## src/rtl/cnn_frame_ctrl_pkg.sv

```systemverilog
// Shared CNN definitions: frame FSM encoding and fmap geometry helpers.
package cnn_frame_ctrl_pkg;

    // Frame sequencing states
    typedef enum logic [2:0] {
        ST_IDLE  = 3'd0,
        ST_CLEAR = 3'd1,
        ST_FEED  = 3'd2,
        ST_DRAIN = 3'd3,
        ST_DONE  = 3'd4
    } frame_state_e;

    // Default geometry of the network layer
    localparam int unsigned CNN_IX    = 28;
    localparam int unsigned CNN_IY    = 28;
    localparam int unsigned CNN_KX    = 5;
    localparam int unsigned CNN_KY    = 5;
    localparam int unsigned CNN_OX    = CNN_IX - CNN_KX + 1;
    localparam int unsigned CNN_OY    = CNN_IY - CNN_KY + 1;
    localparam int unsigned CNN_N_PIX = CNN_IX * CNN_IY;
    localparam int unsigned CNN_N_OUT = CNN_OX * CNN_OY;

    // Valid-convolution output dimension
    function automatic int unsigned cnn_out_dim(input int unsigned i_dim, input int unsigned k_dim);
        return i_dim - k_dim + 1;
    endfunction

    // Number of input pixels in a frame
    function automatic int unsigned cnn_n_pix(input int unsigned ix, input int unsigned iy);
        return ix * iy;
    endfunction

    // Number of output pixels in a frame
    function automatic int unsigned cnn_n_out(input int unsigned ix, input int unsigned iy,
                                              input int unsigned kx, input int unsigned ky);
        return cnn_out_dim(ix, kx) * cnn_out_dim(iy, ky);
    endfunction

endpackage

```

## src/rtl/cnn_frame_ctrl.sv

```systemverilog
// Frame controller: streams one input fmap into an external convolution core
// and writes the core results to the output memory, with a drain timeout.
module cnn_frame_ctrl
    import cnn_frame_ctrl_pkg::*;
#(
    parameter int unsigned IX        = 28,
    parameter int unsigned IY        = 28,
    parameter int unsigned KX        = 5,
    parameter int unsigned KY        = 5,
    parameter int unsigned I_F_BW    = 8,
    parameter int unsigned CO        = 3,
    parameter int unsigned O_F_BW    = 20,
    parameter int unsigned DRAIN_MAX = 256
)(
    input  logic                   clk,
    input  logic                   reset,
    input  logic                   i_start,
    output logic                   o_busy,
    output logic                   o_done,
    output logic                   o_err,
    output logic                   o_pix_rd_en,
    output logic [9:0]             o_pix_addr,
    input  logic [I_F_BW-1:0]      i_pix_data,
    output logic                   o_core_clr,
    output logic                   o_core_valid,
    output logic [I_F_BW-1:0]      o_core_fmap,
    input  logic                   i_core_valid,
    input  logic [CO*O_F_BW-1:0]   i_core_fmap,
    output logic                   o_ofm_we,
    output logic [9:0]             o_ofm_addr,
    output logic [CO*O_F_BW-1:0]   o_ofm_data
);

    localparam int unsigned N_PIX = cnn_n_pix(IX, IY);
    localparam int unsigned N_OUT = cnn_n_out(IX, IY, KX, KY);
    localparam int unsigned PIX_W = $clog2(N_PIX + 1);
    localparam int unsigned OUT_W = $clog2(N_OUT + 1);
    localparam int unsigned DRN_W = $clog2(DRAIN_MAX + 1);

    frame_state_e       r_state;
    frame_state_e       w_state_nxt;
    logic [PIX_W-1:0]   r_pix_cnt;
    logic [OUT_W-1:0]   r_out_cnt;
    logic [DRN_W-1:0]   r_drain_cnt;
    logic               r_err;
    logic               r_core_valid;

    logic               w_start;
    logic               w_active;
    logic               w_out_full;
    logic               w_wr;
    logic               w_out_reach;
    logic               w_last_pix;
    logic               w_drain_to;

    // Frame condition decode
    always_comb begin
        w_start     = (r_state == ST_IDLE) && i_start;
        w_active    = (r_state == ST_CLEAR) || (r_state == ST_FEED) || (r_state == ST_DRAIN);
        w_out_full  = (r_out_cnt == OUT_W'(N_OUT));
        w_wr        = i_core_valid && w_active && !w_out_full;
        w_out_reach = w_out_full || (w_wr && (r_out_cnt == OUT_W'(N_OUT - 1)));
        w_last_pix  = (r_pix_cnt == PIX_W'(N_PIX - 1));
        w_drain_to  = (r_drain_cnt == DRN_W'(DRAIN_MAX - 1));
    end

    // Next-state logic
    always_comb begin
        w_state_nxt = r_state;
        case (r_state)
            ST_IDLE:  if (i_start) w_state_nxt = ST_CLEAR;
            ST_CLEAR: w_state_nxt = ST_FEED;
            ST_FEED:  if (w_last_pix) w_state_nxt = ST_DRAIN;
            ST_DRAIN: if (w_out_reach || w_drain_to) w_state_nxt = ST_DONE;
            ST_DONE:  w_state_nxt = ST_IDLE;
            default:  w_state_nxt = ST_IDLE;
        endcase
    end

    // State, counters, sticky error and pixel strobe pipeline
    always_ff @(posedge clk) begin
        if (reset) begin
            r_state      <= ST_IDLE;
            r_pix_cnt    <= '0;
            r_out_cnt    <= '0;
            r_drain_cnt  <= '0;
            r_err        <= 1'b0;
            r_core_valid <= 1'b0;
        end else begin
            r_state      <= w_state_nxt;
            r_core_valid <= (r_state == ST_FEED);
            if (w_start) begin
                r_pix_cnt   <= '0;
                r_out_cnt   <= '0;
                r_drain_cnt <= '0;
                r_err       <= 1'b0;
            end else begin
                if (r_state == ST_FEED)
                    r_pix_cnt <= r_pix_cnt + PIX_W'(1);
                if (w_wr)
                    r_out_cnt <= r_out_cnt + OUT_W'(1);
                if (r_state == ST_DRAIN)
                    r_drain_cnt <= r_drain_cnt + DRN_W'(1);
                // Timeout only counts as an error when the frame did not complete this cycle
                if ((r_state == ST_DRAIN) && !w_out_reach && w_drain_to)
                    r_err <= 1'b1;
            end
        end
    end

    // Output decode; write port is same-cycle with the core strobe
    assign o_busy       = (r_state != ST_IDLE);
    assign o_done       = (r_state == ST_DONE);
    assign o_err        = r_err;
    assign o_core_clr   = (r_state == ST_CLEAR);
    assign o_pix_rd_en  = (r_state == ST_FEED);
    assign o_pix_addr   = (r_state == ST_FEED) ? 10'(r_pix_cnt) : 10'd0;
    assign o_core_valid = r_core_valid;
    assign o_core_fmap  = r_core_valid ? i_pix_data : '0;
    assign o_ofm_we     = w_wr;
    assign o_ofm_addr   = w_wr ? 10'(r_out_cnt) : 10'd0;
    assign o_ofm_data   = w_wr ? i_core_fmap : '0;

endmodule

```

## config.mk

```make
export PLATFORM = sky130hd
export DESIGN_NAME = cnn_frame_ctrl
export DESIGN_NICKNAME = d
export VERILOG_FILES = /design/src/rtl/cnn_frame_ctrl_pkg.sv /design/src/rtl/cnn_frame_ctrl.sv
export SDC_FILE = /design/constraint.sdc
export NUM_CORES = 1
export LEC_CHECK = 0
export ABC_AREA = 1
export CAP_MARGIN = 30
export CORE_MARGIN = 8
export CORE_UTILIZATION = 36
export CTS_BUF_LIST = sky130_fd_sc_hd__clkbuf_4
export CTS_CLUSTER_DIAMETER = 100
export CTS_CLUSTER_SIZE = 10
export DETAILED_ROUTE_END_ITERATION = 6
export PLACE_DENSITY_LB_ADDON = 0.15
export SYNTH_ARGS = -nofsm -noshare
export SYNTH_HDL_FRONTEND = slang
export SYNTH_SLANG_ARGS = --single-unit
```

## constraint.sdc

```tcl
create_clock -name clk -period 1.8 [get_ports clk]
set_input_delay 0.18 -clock clk [delete_from_list [all_inputs] [get_ports clk]]
set_output_delay 0.18 -clock clk [all_outputs]
set_load 0.01 [all_outputs]
```

# [Word-level counts from Yosys, hierarchy flattened]
# Index checks and enable logic that the tools add are counted.
[op_classes] reduce_logical=16 mux=8 add_sub_neg=3 n_eq_ne=11
[ops] cell="$mux 60" count=1
[ops] cell="$eq 10x10->1 const B" count=3
[ops] cell="$add 10x1->10 const B" count=2
[ops] cell="$mux 10" count=2
[ops] cell="$pmux 3 s4" count=1
[ops] cell="$add 9x1->9 const B" count=1
[ops] cell="$eq 9x8->1 const B" count=1
[ops] cell="$mux 3" count=3
[ops] cell="$mux 8" count=1
[ops] cell="$eq 3x2->1 const B" count=2
[ops] cell="$logic_and 1x1->1" count=6
[ops] cell="$logic_or 1x1->1" count=4
[ops] cell="$ne 2x2->1 const B" count=2
[ops] cell="$eq 3x1->1 const B" count=1
[ops] cell="$eq 3x3->1 const B" count=1
[ops] cell="$logic_not 3->1" count=1
[ops] cell="$reduce_and 3->1" count=1
[ops] cell="$reduce_bool 3->1" count=1
[ops] cell="$logic_not 1->1" count=2
[ops] cell="$ne 2x1->1 const B" count=1
[ops] cell="$reduce_or 2->1" count=1
[word_totals] out_inout_bits=95 regBits=34 word_cells=44 in_bits=72

# [Depth between registers and ports, before layout]
[logic_depth] depth_word=10 mapped_depth=11 ltp_nobuf=11

# [Worst setup path before layout]
# No wires, ideal clock.
[synth_path] kind="reg-to-output" from="register r_out_cnt[0]" to="output o_ofm_data[39]" stages_incl_launch_ff=10 n_path_buf=2 t_required_ns=1.620 setup_slack_ns=0.235 arrival_ns=1.385 path_cell_list="dfxtp_1 > inv_1 > ha_1 > nand2_1 > nor2_1 > nand3_1 > nand2_4 > buf_4 > buf_6 > nor2_1"
[synth_via] elab_chain_len=4
[synth_lines] element="start: declaration" line="cnn_frame_ctrl.sv:43" text="logic [OUT_W-1:0] r_out_cnt;"
[synth_lines] element="start signal: assignment" line="cnn_frame_ctrl.sv:101" text="r_out_cnt <= r_out_cnt + OUT_W'(1);"
[synth_lines] element="$eq 10x10->1" line="cnn_frame_ctrl.sv:60" text="w_out_full = (r_out_cnt == OUT_W'(N_OUT));"
[synth_lines] element="$logic_not 1->1" line="cnn_frame_ctrl.sv:61" text="w_wr = i_core_valid && w_active && !w_out_full;"
[synth_lines] element="$logic_and 1x1->1" line="cnn_frame_ctrl.sv:61"
[synth_lines] element="$mux 60" line="cnn_frame_ctrl.sv:122" text="assign o_ofm_data = w_wr ? i_core_fmap : '0;"
[synth_lines] element="end: declaration" line="cnn_frame_ctrl.sv:31" text="output logic [CO*O_F_BW-1:0] o_ofm_data"
# Every way passes these cells.

# [Worst setup path after layout]
[layout_path] from="register r_out_cnt[1]" to="output o_ofm_data[15]"
# The elaborated chain is that of the path after synthesis.

==> metrics.cfg <==
[floorplanning]
rows=29
die-height_um=97.54
io_pins=167
die_w_um=97.54
initial_core_util=0.3748
die-area_um2=9514
fp.coreArea_um2=6386

[detailed_routing]
vias=3345
dr_wl_met2_mm=6.022
routed.top_layer=met4
drt-met1-wl_mm=4.405
drc=0
vias_per_cell=4.582
routed-wl-met3_um=574
ant_nets=0
drt_iter0_markers=123
postRouteWirelength_mm=11.20
wl_per_cell_um=15.35
first_pass_iters=4

[final_layout]
area_delta_synth_final_pct=103.0
final_cells=730
diodes=0
drive_above_1_share=0.3476
layout.nets=729
nFillCells=489

[synthesis]
yosys_warnings=0
synth_top_area_share=0.2844
synthCells=420
ys_async_sr_fraction=0
synth_top_cells_by_count=inv_1, nor2_1, nand2_1
synth_edf_count=0
synth_area_leader_cell=dfxtp_1
synth-seq-area-share=0.2844
syn_nets=497
yosys-top-cells-area=dfxtp_1, inv_1, nor2_1, nand2_1, nand3_1
yosysUniqueCellTypes=33
avgSynthCellArea_um2=5.699
netlist_area_um2=2394
ys.flop_type=dfxtp_1
synth_seq_cells=34
yosysMostFrequentCell=inv_1

[cts]
clk_pin_slew_ps=130
cts_tree=yes
cts.path.max_buffers=2
cts-root-buf=clkbuf_4
numCtsBuffers=5
ctsHoldBuffers=0
htreeDepth=2
clkLatencyLatePin_ps=350
clock_sinks=34

[timing]
final-hold-violation-count=0
final_max_slew_viol_count=0
fin_crit_ps=1967
slew_headroom=0.7539
fin_worst_skew_ps=21.48
timing.final.ws_setup_ps=-166.8
finalCritPeriodShare=1.093
rsz0062_at_grt=true
hold_ws_ps=436.2
tightest_slew_ps=366.3
finalSetupViolCount=70
clock.fmax_ghz=0.5085

[status]
violations=negative setup slack
outcome=complete, but fails checks

[power]
power_density_nw_per_um2=876.7
power.leakage_uw=0.002464
peakVddDrop_v=0.0007957

[grt]
grt_pass1_wl_mm=16.97
grt.total_usage=0.2152
gr-total-overflow=0
antenna_found_initial=0
grt_max_degree=17
grt_pass1_vias=3243

[worst_hold_path]
hp-start=reset
hold_depth=2
min_to=r_state[2]$_SDFFE_PP0P_
hold_class=in2reg

[critical_path]
critPathMaxFanout=7
worst_ep_arrival_time_ps=1790
r2r-end=r_state[1]$_SDFFE_PP0P_
reg2reg_depth=13
rrSetupSlack_ps=50
worst_path_max_delay_cell=dfxtp_2
start_kind=flop
crit_type=reg2out
r2r_start=r_out_cnt[1]$_SDFFE_PP0N_
critPathRequiredTime_ps=1620
endpoint_kind=output port
cpPeakStageDelay_ps=350
path_cells=inv_2 -> ha_4 -> nand2_4 -> nor2_4 -> nand3_4 -> nand2_8 -> buf_8 -> buf_6 -> nor2_2 -> buf_2

[placed_design]
dpl.hpwl_mm=7.785
place_inst=685
port_buffers=166
gp_congestion=0.8310

[run]
maxCapViolCount=0

==> worst max path at each step <==
stage	from	to	slack, ps	cells past startpoint
after CTS	r_out_cnt[1]$_SDFFE_PP0N_	o_ofm_data[43]	-150	9
after global placement	i_core_valid	o_ofm_data[21]	-250	7
after floorplan	r_out_cnt[0]$_SDFFE_PP0N_	o_ofm_data[39]	240	9
after global routing	r_out_cnt[1]$_SDFFE_PP0N_	o_ofm_data[15]	-230	10
final	r_out_cnt[1]$_SDFFE_PP0N_	o_ofm_data[15]	-170	10
after detailed placement	i_core_valid	o_ofm_data[1]	-290	7
==> final cells by class <==
type / count / area (µm²) / share of cell area
Inverter: 120 / 455.4 / 0.09372
Timing Repair Buffer: 234 / 2061 / 0.4240
Sequential cell: 34 / 685.7 / 0.1411
Tap cell: 77 / 96.34 / 0.01982
Clock buffer: 6 / 45.04 / 0.009269
Multi-Input combinational cell: 257 / 1508 / 0.3102
Clock inverter: 2 / 8.758 / 0.001802
==> placed cells by master (no fill, tap or decap), types with 3 or more instances in the layout <==
cell / count
nand4_1: 4
nor3_1: 13
buf_8: 3
nor2_4: 18
o21ai_1: 5
buf_2: 54
xor2_1: 3
nor2_1: 62
buf_4: 48
a31oi_1: 3
o21ai_0: 5
clkbuf_4: 6
nor3_2: 3
nand2_1: 56
clkbuf_2: 5
buf_12: 4
clkdlybuf4s50_1: 81
inv_2: 7
a21oi_1: 18
dfxtp_2: 4
dlygate4sd2_1: 8
ha_1: 3
inv_1: 111
buf_6: 26
buf_16: 3
nand3_2: 4
nand3_1: 16
dfxtp_1: 30
nand2_8: 3
nor2_2: 26
==> kinds of logic (layout without fill, tap and decap cells) <==
| kind of cell | after synthesis | after routing | synth area share |
|---|---|---|---|
| XOR/XNOR | 3 | 3 | 0.01098 |
| flip-flops | 34 | 34 | 0.2844 |
| AO/OA/AOI/OAI | 35 | 35 | 0.08050 |
| adder cells (fa/ha/maj) | 5 | 5 | 0.02614 |
| AND/OR/NAND/NOR | 212 | 214 | 0.3816 |
| buffers and inverters | 131 | 362 | 0.2164 |
==> per-layer routing <==
metal	vias to the layer above	GRT usage
li1	1705	-
met1	1501	0.2349
met2	120	0.4087
met3	19	0.04552
met4	0	0.04779
met5	-	0
==> power breakdown <==
part           switching, µW  total (µW)  internal [µW]
sequential              48.5         858            810
combinational           1460        2970           1510
clock                    271         434            162
total                   1780        4260           2490
==> through the flow <==
stage	utilization	power [µW]	instance area, µm²	setup slack [ps]	setup TNS (ps)
finish	0.7610	4261	4860	-166.8	-6704
global route	0.7610	4535	4860	-227.7	-11860
CTS	0.7132	3918	4554	-148.0	-5623
detailed placement	0.6803	3088	4344	-288.3	-16180
global placement	0.6803	3054	4344	-251.3	-14770
floorplan	-	1832	2394	235.2	0
==> registers in the layout, indices dropped and copies added (netlist names) <==
name / count
o_core_valid: 1
o_err: 1
r_drain_cnt: 9
r_out_cnt: 10
r_pix_cnt: 10
r_state: 3
==> critical path: cells and delay by family, from the launching register on <==
family | cells | cell delay, ps
AND/OR/NAND/NOR | 5 | 480
flip-flops | 1 | 350
adder cells (fa/ha/maj) | 1 | 150
buffers and inverters | 4 | 460
==> repair_timing <==
action,4_1_cts,5_1_grt
gates resized for setup,353,81
setup endpoints to repair,84,84
gates cloned,6,0
setup buffers,21,11
pin swaps,8,11
Note: power is estimated with default switching activity, not from simulation.
